[config.mk]
export PLATFORM = sky130hd
export DESIGN_NAME = pc_gen
export DESIGN_NICKNAME = d
export VERILOG_FILES = /design/src/rtl/pc_gen.sv
export SDC_FILE = /design/constraint.sdc
export NUM_CORES = 1
export LEC_CHECK = 0
export ABC_AREA = 1
export BUFFER_PORTS_ARGS = -buffer_cell sky130_fd_sc_hd__buf_2
export CAP_MARGIN = 25
export CORE_MARGIN = 2
export CORE_UTILIZATION = 45
export CTS_CLUSTER_DIAMETER = 60
export CTS_CLUSTER_SIZE = 30
export DETAILED_ROUTE_END_ITERATION = 8
export PLACE_DENSITY_LB_ADDON = 0.2
export SYNTH_ARGS = -nofsm -noshare
export SYNTH_HDL_FRONTEND = slang
export SYNTH_SLANG_ARGS = --single-unit
[constraint.sdc]
create_clock -name clk -period 4.3 [get_ports clk]
set_clock_uncertainty 0.1 [all_clocks]
set_input_delay 0 -clock clk [delete_from_list [all_inputs] [get_ports clk]]
set_output_delay 0 -clock clk [all_outputs]
set_load 0.005 [all_outputs]
[src/rtl/pc_gen.sv]
// pc_gen: fetch-stage program counter with handshake, redirects,
// halt/resume, return-address stack and redirect misalignment check.
//
// Ports:
//   clk, rstn                    clock, async active-low reset
//   fetch_valid/ready, fetch_pc  fetch request handshake
//   step_size, call_push,
//   ret_pop                      info on the instruction at fetch_pc
//   branch_valid/pc              execute redirect
//   trap_valid/pc                trap unit redirect (highest priority)
//   halt                         stop issuing fetches
//   misalign_err/addr            one-cycle misaligned-target report
//   ras_empty                    RAS holds no entries
module pc_gen #(
  parameter int              XLEN         = 32,
  parameter logic [XLEN-1:0] RESET_VECTOR = '0,
  parameter int              RAS_DEPTH    = 4,
  parameter int              IALIGN       = 16
) (
  input  logic            clk,
  input  logic            rstn,
  output logic            fetch_valid,
  input  logic            fetch_ready,
  output logic [XLEN-1:0] fetch_pc,
  input  logic [2:0]      step_size,
  input  logic            call_push,
  input  logic            ret_pop,
  input  logic            branch_valid,
  input  logic [XLEN-1:0] branch_pc,
  input  logic            trap_valid,
  input  logic [XLEN-1:0] trap_pc,
  input  logic            halt,
  output logic            misalign_err,
  output logic [XLEN-1:0] misalign_addr,
  output logic            ras_empty
);

  localparam int PW = $clog2(RAS_DEPTH);
  localparam int CW = $clog2(RAS_DEPTH + 1);
  localparam logic [XLEN-1:0] AMASK =
    (IALIGN == 32) ? XLEN'(3) : XLEN'(1);

  typedef enum logic [1:0] {
    BOOT   = 2'd0,
    RUN    = 2'd1,
    HALTED = 2'd2
  } state_t;

  state_t          state_q, state_d;
  logic            valid_q, valid_d;
  logic [XLEN-1:0] pc_q, pc_d;
  logic            err_q, err_d;
  logic [XLEN-1:0] addr_q, addr_d;
  logic [XLEN-1:0] ras_q [RAS_DEPTH];
  logic [XLEN-1:0] ras_d [RAS_DEPTH];
  logic [PW-1:0]   ptr_q, ptr_d;
  logic [CW-1:0]   cnt_q, cnt_d;

  logic            fire;
  logic            redirect;
  logic            empty;
  logic            full;
  logic [XLEN-1:0] tgt;
  logic [XLEN-1:0] step;
  logic [XLEN-1:0] seq_pc;

  assign fetch_valid   = valid_q;
  assign fetch_pc      = pc_q;
  assign misalign_err  = err_q;
  assign misalign_addr = addr_q;
  assign ras_empty     = empty;

  always_comb begin
    fire     = valid_q & fetch_ready;
    redirect = trap_valid | branch_valid;
    empty    = (cnt_q == '0);
    full     = (cnt_q == CW'(RAS_DEPTH));
    tgt      = trap_valid ? trap_pc : branch_pc;
    step     = (IALIGN == 16 && step_size == 3'd2)
             ? XLEN'(2) : XLEN'(4);
    seq_pc   = pc_q + step;

    pc_d   = pc_q;
    err_d  = 1'b0;
    addr_d = addr_q;
    ras_d  = ras_q;
    ptr_d  = ptr_q;
    cnt_d  = cnt_q;

    if (redirect) begin
      // Winning target loads with low bits cleared.
      pc_d  = tgt & ~AMASK;
      err_d = |(tgt & AMASK);
      if (err_d)
        addr_d = tgt;
      if (trap_valid)
        cnt_d = '0;
    end else if (fire) begin
      pc_d = seq_pc;
      if (ret_pop && !empty) begin
        pc_d = ras_q[ptr_q];
        if (call_push) begin
          // Call+return: swap top in place.
          ras_d[ptr_q] = seq_pc;
        end else begin
          ptr_d = ptr_q - PW'(1);
          cnt_d = cnt_q - CW'(1);
        end
      end else if (call_push) begin
        // Circular push: overwrites oldest when full.
        ptr_d        = ptr_q + PW'(1);
        ras_d[ptr_d] = seq_pc;
        if (!full)
          cnt_d = cnt_q + CW'(1);
      end
    end

    state_d = state_q;
    unique case (state_q)
      BOOT:    state_d = RUN;
      RUN:     state_d = halt ? HALTED : RUN;
      HALTED:  state_d = (!halt || redirect) ? RUN : HALTED;
      default: state_d = BOOT;
    endcase
    valid_d = (state_d == RUN);
  end

  always_ff @(posedge clk or negedge rstn) begin
    if (!rstn) begin
      state_q <= BOOT;
      valid_q <= 1'b0;
      pc_q    <= RESET_VECTOR;
      err_q   <= 1'b0;
      addr_q  <= '0;
      ptr_q   <= '0;
      cnt_q   <= '0;
      for (int i = 0; i < RAS_DEPTH; i++)
        ras_q[i] <= '0;
    end else begin
      state_q <= state_d;
      valid_q <= valid_d;
      pc_q    <= pc_d;
      err_q   <= err_d;
      addr_q  <= addr_d;
      ptr_q   <= ptr_d;
      cnt_q   <= cnt_d;
      ras_q   <= ras_d;
    end
  end

endmodule

==> results.json, run 1 <==
{
  "outcome": "finished clean",
  "crit_chain": "nor2_2 -> nand2_1 -> nand2_2 -> nor2_1 -> nor3_4 -> inv_2 -> o21ai_0",
  "clkPwrFrac": 0.254,
  "fmax_mhz": 319.3,
  "crit_buf_inv": 1,
  "cts_buffers": 17,
  "synth-main-ff-cell": "dfrtp_1",
  "cts-htree-levels": 1,
  "drv_cap": 0,
  "die_w_um": 155.6,
  "start_util": 0.4580,
  "route.vias.total": 10380,
  "setup_viol": 0,
  "core_um2": 22570,
  "critical_path_required_ns": 4.59,
  "p_int_mw": 4.010,
  "path_clk_slew_ns": 0.07,
  "io_pins": 142,
  "drc": 0,
  "crit_path_start_kind": "flop",
  "p_leak_nw": 6.365,
  "root_buffer": "clkbuf_16",
  "portBuffers": 141,
  "p_switching_mw": 2.371,
  "pwr-share-seq": 0.428,
  "end_kind": "flop",
  "async_reset_ff_frac": 1.000,
  "antenna_found_initial": 0,
  "tightest_slew_ns": 0.8856,
  "synth_top_area_cell": "dfrtp_1",
  "postCtsSetupRepairBufs": 0,
  "wl_per_cell_um": 18.14,
  "clock_latency_ns": 0.49,
  "synth_top_area_frac": 0.4866,
  "power.density_nw_per_um2": 496.6,
  "period_needed_ns": 3.132,
  "cts_tree": "built",
  "grt_overflow": 0,
  "design_area_um2": 12850,
  "postSynthCellCount": 1395,
  "numPlacedInstances": 1766,
  "syn_avg_cell_area_um2": 7.410,
  "fin_setup_tns_ns": 0,
  "grt_usage": 0.2882,
  "cts.sinks": 201,
  "final_cells": 1900,
  "slew_violations": 0,
  "drt_iter0_drc": 1046,
  "yosysWarnings": 0,
  "ys_types": 38,
  "area_growth_pct": 24.30,
  "slew_headroom": 0.4096,
  "antennaDiodeCount": 0,
  "place.detailed.hpwl_um": 22720,
  "synth_edf_count": 0,
  "max_stage_delay_ns": 0.70,
  "vias_per_cell": 5.464,
  "die_area_um2": 24200,
  "critPathSlowestCell": "nor3_4",
  "path_class": "reg -> reg",
  "final_util": 0.5693,
  "path_max_fanout": 49,
  "antenna_left": 0,
  "rsz0062_at_grt": "no",
  "power_frac_comb": 0.318,
  "layout-drive-gt1-share": 0.1251,
  "rows": 55,
  "syn_area_um2": 10340,
  "cp.arrival_ns": 3.43,
  "place_area_um2": 11230,
  "wl_um": 34460,
  "final_nets": 1688,
  "cts_buffer_depth": 3,
  "vdd_drop_max_mv": 0.2479,
  "cpLargestDelayFamily": "simple AND/OR/NAND/NOR gates",
  "netlist_top_cells_area": "dfrtp_1 (49%), nand2_1 (18%), o21ai_0 (9.2%), nor2_1 (4.8%), inv_1 (3.4%)",
  "synth_seq_area_share": 0.4866,
  "post-route-period-util": 0.7284,
  "hold_violations": 0,
  "grt_pass1_vias": 10120,
  "hp-class": "in -> reg",
  "synth.net_count": 1478,
  "grt_max_degree": 105,
  "drtPass1Iterations": 5,
  "die_h_um": 155.6,
  "synth_seq_cells": 201,
  "gp_congestion": 0.8938,
  "switching_share": 0.3716,
  "grt_pass1_wl_um": 55100
}
==> state kept, by name, summed over array words and instances, names as in the netlist <==
register,flops
cnt_q,3
fetch_pc,32
fetch_valid,1
misalign_addr,32
misalign_err,1
ptr_q,2
ras_q,128
state_q,2
==> layout by cell type, fill, tap and decap left out, types with 4 or more instances in the layout <==
cell type / Yosys / final
buf_4: 0 / 12
o22ai_1: 19 / 19
buf_2: 20 / 140
a21oi_1: 29 / 29
a31oi_1: 32 / 32
o2111ai_1: 4 / 4
ha_1: 6 / 6
nand2_1: 493 / 492
dfrtp_1: 201 / 200
nand4_1: 6 / 6
inv_1: 94 / 94
nand3_1: 67 / 67
o21ai_1: 10 / 10
clkbuf_16: 0 / 17
dlygate4sd3_1: 0 / 105
nor2_1: 133 / 133
xor2_1: 10 / 10
o21ai_0: 190 / 190
==> synth_stat cells (3+ instances only) <==
cell,count
or2_2,3
a31oi_1,32
clkinv_1,3
o21ai_0,190
nor2_1,133
inv_1,94
clkbuf_1,41
nor2_2,3
dfrtp_1,201
buf_1,5
nand4_1,6
o21ai_1,10
nand2_1,493
xor2_1,10
ha_1,6
a21oi_1,29
buf_2,20
o22ai_1,19
o2111ai_1,4
nand3_1,67
==> per-stage QoR <==
stage               hold slack [ns]  setup slack, ns  total power, mW
floorplan                   -0.3956            2.187            3.945
global placement            0.07869            1.195            4.594
detailed placement          0.07155            1.094            4.627
CTS                         0.01926            1.168            6.371
global route                0.05147           0.8587            6.836
finish                      0.02770            1.168            6.382
==> final timing paths <==
| kind | cells past startpoint | start | slack, ns | to |
|---|---|---|---|---|
| max | 7 | cnt_q[0]$_DFFE_PN0P_ | 1.17 | ras_q[121]$_DFFE_PN0P_ |
| min | 5 | fetch_ready | 0.03 | fetch_pc[14]$_DFFE_PN0P_ |
| max reg2reg | 7 | cnt_q[0]$_DFFE_PN0P_ | 1.17 | ras_q[121]$_DFFE_PN0P_ |
| min reg2reg | 2 | ras_q[103]$_DFFE_PN0P_ | 0.37 | ras_q[103]$_DFFE_PN0P_ |
| max in group asynchronous | 3 | rstn | 2.92 | ras_q[25]$_DFFE_PN0P_ |
| min in group asynchronous | 2 | rstn | 0.06 | misalign_err$_DFF_PN0_ |
==> area by class of cell <==
class / count / area [µm²]
clock inverter: 11 / 132.6
inverter: 100 / 380.4
timing repair buffer: 259 / 1876
multi-input combinational: 1026 / 4634
clock buffer: 18 / 439.2
tap: 285 / 356.6
sequential: 201 / 5031
fill: 2034 / 9722
==> routing by layer <==
| layer | track usage | vias to the layer above | routed length (µm) |
|---|---|---|---|
| li1 | - | 4915 | - |
| met1 | 0.4148 | 4928 | 15450 |
| met2 | 0.4543 | 469 | 15110 |
| met3 | 0.04306 | 69 | 2923 |
| met4 | 0.08432 | 0 | 982 |
| met5 | 0 | - | 0 |
==> tightest hold or removal path, stage by stage <==
cell and delay, ns:
buf_2 0.10, nand2_1 0.21, nor2_8 0.12, nand3_1 0.10
nand2_1 0.04
==> logic make-up (layout without fill, tap and decap cells) <==
group,count (synthesis),after routing,share of synthesized area
buffers and inverters,168,388,0.06536
adder cells (fa/ha/maj),8,8,0.01114
XOR/XNOR,12,12,0.01017
AO/OA/AOI/OAI,292,292,0.1513
flip-flops,201,201,0.4866
AND/OR/NAND/NOR,714,714,0.2755
==> power groups by stage <==
stage / registers [mW] / clock network, mW / logic, mW
floorplan: 2.68 / 0 / 1.27
global placement: 2.74 / 0 / 1.85
detailed placement: 2.75 / 0 / 1.88
CTS: 2.72 / 1.65 / 2.00
global route: 2.79 / 1.72 / 2.33
finish: 2.73 / 1.62 / 2.03
==> what timing repair did <==
item,4_1_cts,5_1_grt
resized for setup,0,0
hold endpoints to repair,185,0
hold buffers,105,0
endpoints found under the setup margin,0,0
(Power assumes the default switching activity.)
==> run 2, diff against run 1 <==
==> constraint.sdc (replaced) <==
create_clock -name clk -period 2.85 [get_ports clk]
set_clock_uncertainty 0.1 [all_clocks]
set_input_delay 0 -clock clk [delete_from_list [all_inputs] [get_ports clk]]
set_output_delay 0 -clock clk [all_outputs]
set_load 0.005 [all_outputs]
==> results.json, run 2 (synthesis gave the netlist of run 1 again) <==
{
  "layout-drive-gt1-share": 0.1287,
  "top_layer_used": "met4",
  "p_leak_nw": 6.464,
  "cts_buffer_depth": 3,
  "cts_tree": "built",
  "path_class": "reg -> reg",
  "wl_met1_um": 15200,
  "critical_path_required_ns": 3.21,
  "rsz0062_at_grt": "no",
  "fillerInstances": 2058,
  "drc": 0,
  "place.detailed.hpwl_um": 22770,
  "drv_cap": 0,
  "mostFrequentLayoutCells": "nand2_1 (492), dfrtp_1 (200), o21ai_0 (190), buf_2 (140), nor2_1 (133)",
  "grt_pass1_vias": 10200,
  "met2_length_um": 15310,
  "drtPass1Iterations": 8,
  "die_h_um": 155.6,
  "r2r-start": "fetch_pc[2]$_DFFE_PN0P_",
  "cts_buffers": 16,
  "cts-htree-levels": 1,
  "root_buffer": "clkbuf_16",
  "portBuffers": 141,
  "core_um2": 22570,
  "hold_violations": 0,
  "dr_wl_met3_um": 3385,
  "r2r-end": "fetch_pc[6]$_DFFE_PN0P_",
  "r2r_cells": 8,
  "antennaDiodeCount": 0,
  "max_stage_delay_ns": 0.56,
  "final_common_cell": "nand2_1",
  "area_growth_pct": 26.23,
  "crit_path_start_kind": "flop",
  "grt_usage": 0.2891,
  "wl_per_cell_um": 18.36,
  "ctsResizeCount": 0,
  "gp_congestion": 0.9202,
  "fin_setup_tns_ns": 0,
  "antenna_found_initial": 0,
  "clock_latency_ns": 0.51,
  "design_area_um2": 13050,
  "die_area_um2": 24200,
  "path_max_fanout": 5,
  "rows": 55,
  "grt_overflow": 0,
  "final_nets": 1705,
  "top_register": "ras_q",
  "path_clk_slew_ns": 0.10,
  "vias_per_cell": 5.517,
  "crit_chain": "ha_1 -> nand2_1 -> nand2_1 -> nand4_1 -> xnor2_1 -> nor2_1 -> o21bai_1 -> dlygate4sd3_1",
  "wl_um": 35200,
  "grt_max_degree": 84,
  "cts.sinks": 201,
  "start_util": 0.4580,
  "end_kind": "flop",
  "outcome": "finished clean",
  "antenna_left": 0,
  "crit_path_end": "fetch_pc[6]$_DFFE_PN0P_",
  "slew_violations": 0,
  "largest_register_ffs": 128,
  "critPathSlowestCell": "xnor2_1",
  "cpMostUsedCell": "nand2_1",
  "post-route-period-util": 0.9193,
  "hp-class": "in -> async",
  "period_needed_ns": 2.620,
  "setup_viol": 0,
  "place_area_um2": 11310,
  "power.density_nw_per_um2": 748.1,
  "io_pins": 142,
  "cp.arrival_ns": 2.98,
  "drt_iter0_drc": 1109,
  "tightest_slew_ns": 0.9118,
  "startpoint": "fetch_pc[2]$_DFFE_PN0P_",
  "slew_headroom": 0.3913,
  "vdd_drop_max_mv": 0.5594,
  "die_w_um": 155.6,
  "grt_pass1_wl_um": 55230,
  "r2r_slack_ns": 0.23,
  "fmax_mhz": 381.7,
  "route.vias.total": 10580
}
run 2: cell count changes in the layout (fill, tap and decap cells not counted), sizes merged:
cell         delta
clkinvlp        -1
inv             +3
buf             +9
dlygate4sd3     +9
clkbuf          -1
clkinv          -2
run 2: worst min-delay path by stage:
stage                                                to  slack [ns]  cells past startpoint
after floorplan                    cnt_q[0]$_DFFE_PN0P_       -0.40                      0
after global placement    misalign_addr[22]$_DFFE_PN0P_      -0.004                      1
after detailed placement  misalign_addr[22]$_DFFE_PN0P_       0.003                      1
after CTS                       fetch_pc[6]$_DFFE_PN0P_        0.04                      2
after global routing            fetch_pc[6]$_DFFE_PN0P_        0.06                      2
final                     misalign_addr[26]$_DFFE_PN0P_        0.02                      2
run 2: stage by stage:
stage          setup slack (ns)  instances  utilization  total power [mW]  hold slack, ns
3_5_place_dp             0.2061       1775       0.5009             6.979        0.002640
2_1_floorplan            0.7374       1395            -             5.952         -0.3956
4_1_cts                  0.2711       1917       0.5781             9.741         0.03947
3_3_place_gp             0.2050       1775       0.5009             6.914       -0.003724
5_1_grt                 0.08785       1917       0.5781             10.41         0.06207
6_report                 0.2299       1917       0.5781             9.762         0.01629
run 2: critical path, delay by kind of cell (launching register included):
kind	cells	cell delay [ns]
xor+xnor	1	0.56
buf+inv	1	0.55
flops	1	0.46
simple gates	4	0.48
fa+ha+maj	1	0.31
compound gates	1	0.13
run 2: routing by layer:
| layer | vias up | GRT usage |
|---|---|---|
| met4 | 0 | 0.1153 |
| met3 | 90 | 0.05417 |
| met1 | 4951 | 0.4032 |
| li1 | 4967 | - |
| met2 | 568 | 0.4480 |
| met5 | - | 0 |
run 2: cell type report:
class | count | area (µm²) | share of cell area
clock buffer | 17 | 425.4 | 0.03260
clock inverter | 11 | 175.2 | 0.01342
inverter | 100 | 380.4 | 0.02915
multi-input combinational | 1026 | 4634 | 0.3552
sequential | 201 | 5031 | 0.3856
tap | 285 | 356.6 | 0.02733
timing repair buffer | 277 | 2046 | 0.1568
run 2: what timing repair did:
action,CTS,global route
hold endpoints to repair,151,0
hold buffers,114,0
setup buffers,0,0
run 2: report_power, final:
group	internal (mW)	switching (mW)
logic	1.17	1.92
clock network	1.29	1.26
registers	3.65	0.476
total	6.11	3.66
==> run 3, diff against run 2 <==
--- a/config.mk
+++ b/config.mk
@@ -13,7 +13,8 @@
 export CTS_CLUSTER_DIAMETER = 60
 export CTS_CLUSTER_SIZE = 30
 export DETAILED_ROUTE_END_ITERATION = 8
-export PLACE_DENSITY_LB_ADDON = 0.2
+export MAX_ROUTING_LAYER = met4
+export PLACE_DENSITY = 0.65
 export SYNTH_ARGS = -nofsm -noshare
 export SYNTH_HDL_FRONTEND = slang
 export SYNTH_SLANG_ARGS = --single-unit
==> results.json, run 3 (synthesis gave the netlist of run 1 again) <==
{
  "slew_headroom": 0.3488,
  "die_area_um2": 24200,
  "r2r_cells": 10,
  "clock_latency_ns": 0.50,
  "largest_register_ffs": 128,
  "die_w_um": 155.6,
  "rsz0062_at_grt": "no",
  "grt_pass1_wl_um": 55470,
  "hold-path-endpoint": "ras_q[98]$_DFFE_PN0P_",
  "clkPwrFrac": 0.258,
  "gp_congestion": 0.9715,
  "post-route-period-util": 0.8614,
  "cts_buffers": 17,
  "startpoint": "fetch_pc[1]$_DFFE_PN0P_",
  "wl_um": 35360,
  "gr-usage-met2": 0.4555,
  "power_frac_comb": 0.314,
  "path_class": "reg -> reg",
  "cp.arrival_ns": 2.74,
  "slew_violations": 0,
  "critical_path_required_ns": 3.13,
  "route.vias.total": 10540,
  "antennaDiodeCount": 0,
  "hold_violations": 0,
  "p_leak_nw": 6.450,
  "core_um2": 22570,
  "drtPass1Iterations": 5,
  "hp-class": "in -> reg",
  "end_kind": "flop",
  "antenna_left": 0,
  "power.density_nw_per_um2": 742.4,
  "drv_cap": 0,
  "finalWorstSetupSlack_ns": 0.3949,
  "cts-htree-levels": 1,
  "fillerInstances": 2035,
  "p_switching_mw": 3.483,
  "place.detailed.hpwl_um": 23000,
  "switching_share": 0.3604,
  "outcome": "finished clean",
  "final_util": 0.5768,
  "drc": 0,
  "wl_per_cell_um": 18.44,
  "r2r-start": "fetch_pc[1]$_DFFE_PN0P_",
  "start_util": 0.4580,
  "grt_max_degree": 89,
  "die_h_um": 155.6,
  "min_path_cells": 6,
  "r2r-end": "fetch_pc[17]$_DFFE_PN0P_",
  "dp_worst_setup_slack_ns": 0.3532,
  "top_register": "ras_q",
  "p_int_mw": 6.182,
  "fmax_mhz": 407.3,
  "vdd_drop_max_mv": 0.3559,
  "top_usage_layer": "met2",
  "seq_area_um2": 5031,
  "path_clk_slew_ns": 0.08,
  "cts.sinks": 201,
  "drt_iter0_drc": 1029,
  "vias_per_cell": 5.497,
  "cts_buffer_depth": 3,
  "multi_input_area_um2": 4634,
  "path_max_fanout": 6,
  "met3_usage": 0.05417,
  "use_met1": 0.4104,
  "antenna_found_initial": 0,
  "period_needed_ns": 2.455,
  "grt_pass1_vias": 10040,
  "grt_usage": 0.3004,
  "portBuffers": 141,
  "min_from": "step_size[2]",
  "tightest_slew_ns": 0.9753,
  "crit_path_start_kind": "flop",
  "root_buffer": "clkbuf_16",
  "layout-drive-gt1-share": 0.1298,
  "final_nets": 1707,
  "rows": 55,
  "mostFrequentLayoutCells": "nand2_1 (492), dfrtp_1 (200), o21ai_0 (190), buf_2 (140), nor2_1 (133)",
  "r2r_slack_ns": 0.39,
  "setup_viol": 0,
  "cts_tree": "built",
  "final_common_cell": "nand2_1",
  "area_growth_pct": 25.94,
  "fin_setup_tns_ns": 0,
  "io_pins": 142,
  "grt_overflow": 0,
  "pwr-share-seq": 0.428,
  "whs_ns": 0.07357
}
==> run 3: changes by cell type in the layout (fill, tap and decap cells not counted), sizes merged <==
cell         delta
clkbuf          +3
bufinv          +1
inv             -4
buf             +3
dlygate4sd3     -2
==> run 3: timing repair <==
action / CTS / global route
gates resized for setup: 0 / 0
hold buffers: 112 / 0
setup endpoints to repair: 0 / 0
endpoints found under the hold margin: 157 / 0
setup buffers: 0 / 0
==> run 3: through the flow <==
| stage | std cells | instance area, µm² | power (mW) |
|---|---|---|---|
| after floorplan | 1395 | 10340 | 5.952 |
| after global placement | 1778 | 11320 | 6.916 |
| after detailed placement | 1778 | 11320 | 6.960 |
| after CTS | 1918 | 13020 | 9.645 |
| after global routing | 1918 | 13020 | 10.31 |
| final | 1918 | 13020 | 9.666 |
==> run 3: critical path, cell delays in order, from the launching register on <==
cell and delay, ns:
dfrtp_1 0.42, ha_1 0.24, fa_1 0.48, nand3_1 0.21
inv_1 0.11, nand2_1 0.11, nor2_1 0.06, xor2_1 0.37
nand2_1 0.09, nand2_1 0.11, nand2_1 0.05
==> run 3: how the worst max path moves through the flow <==
stage | endpoint | slack, ns | cells past startpoint
2_1_floorplan | ras_q[126]$_DFFE_PN0P_ | 0.74 | 11
4_1_cts | fetch_pc[17]$_DFFE_PN0P_ | 0.43 | 10
5_1_grt | fetch_pc[15]$_DFFE_PN0P_ | 0.17 | 10
3_5_place_dp | fetch_pc[15]$_DFFE_PN0P_ | 0.35 | 12
6_report | fetch_pc[17]$_DFFE_PN0P_ | 0.39 | 10
3_3_place_gp | fetch_pc[17]$_DFFE_PN0P_ | 0.42 | 12
==> run 3: layout make-up <==
class | instances | share of cell area
inverters | 100 | 0.02922
clock inverters | 8 | 0.009515
multi-input cells | 1026 | 0.3560
well taps | 285 | 0.02739
flip-flops and latches | 201 | 0.3865
repair buffers | 278 | 0.1564
clock buffers | 20 | 0.03508
==> run 3: layer usage <==
| layer | up-vias | share of wire |
|---|---|---|
| li1 | 4966 | - |
| met1 | 4976 | 0.44 |
| met2 | 517 | 0.44 |
| met3 | 85 | 0.089 |
| met4 | 0 | 0.033 |
| met5 | - | 0 |
==> run 3: power by group through the flow <==
stage,clock network [mW],registers [mW],logic (mW)
2_1_floorplan,0,4.04,1.91
4_1_cts,2.54,4.12,2.99
3_3_place_gp,0,4.15,2.76
6_report,2.49,4.14,3.03
3_5_place_dp,0,4.16,2.80
5_1_grt,2.65,4.22,3.44
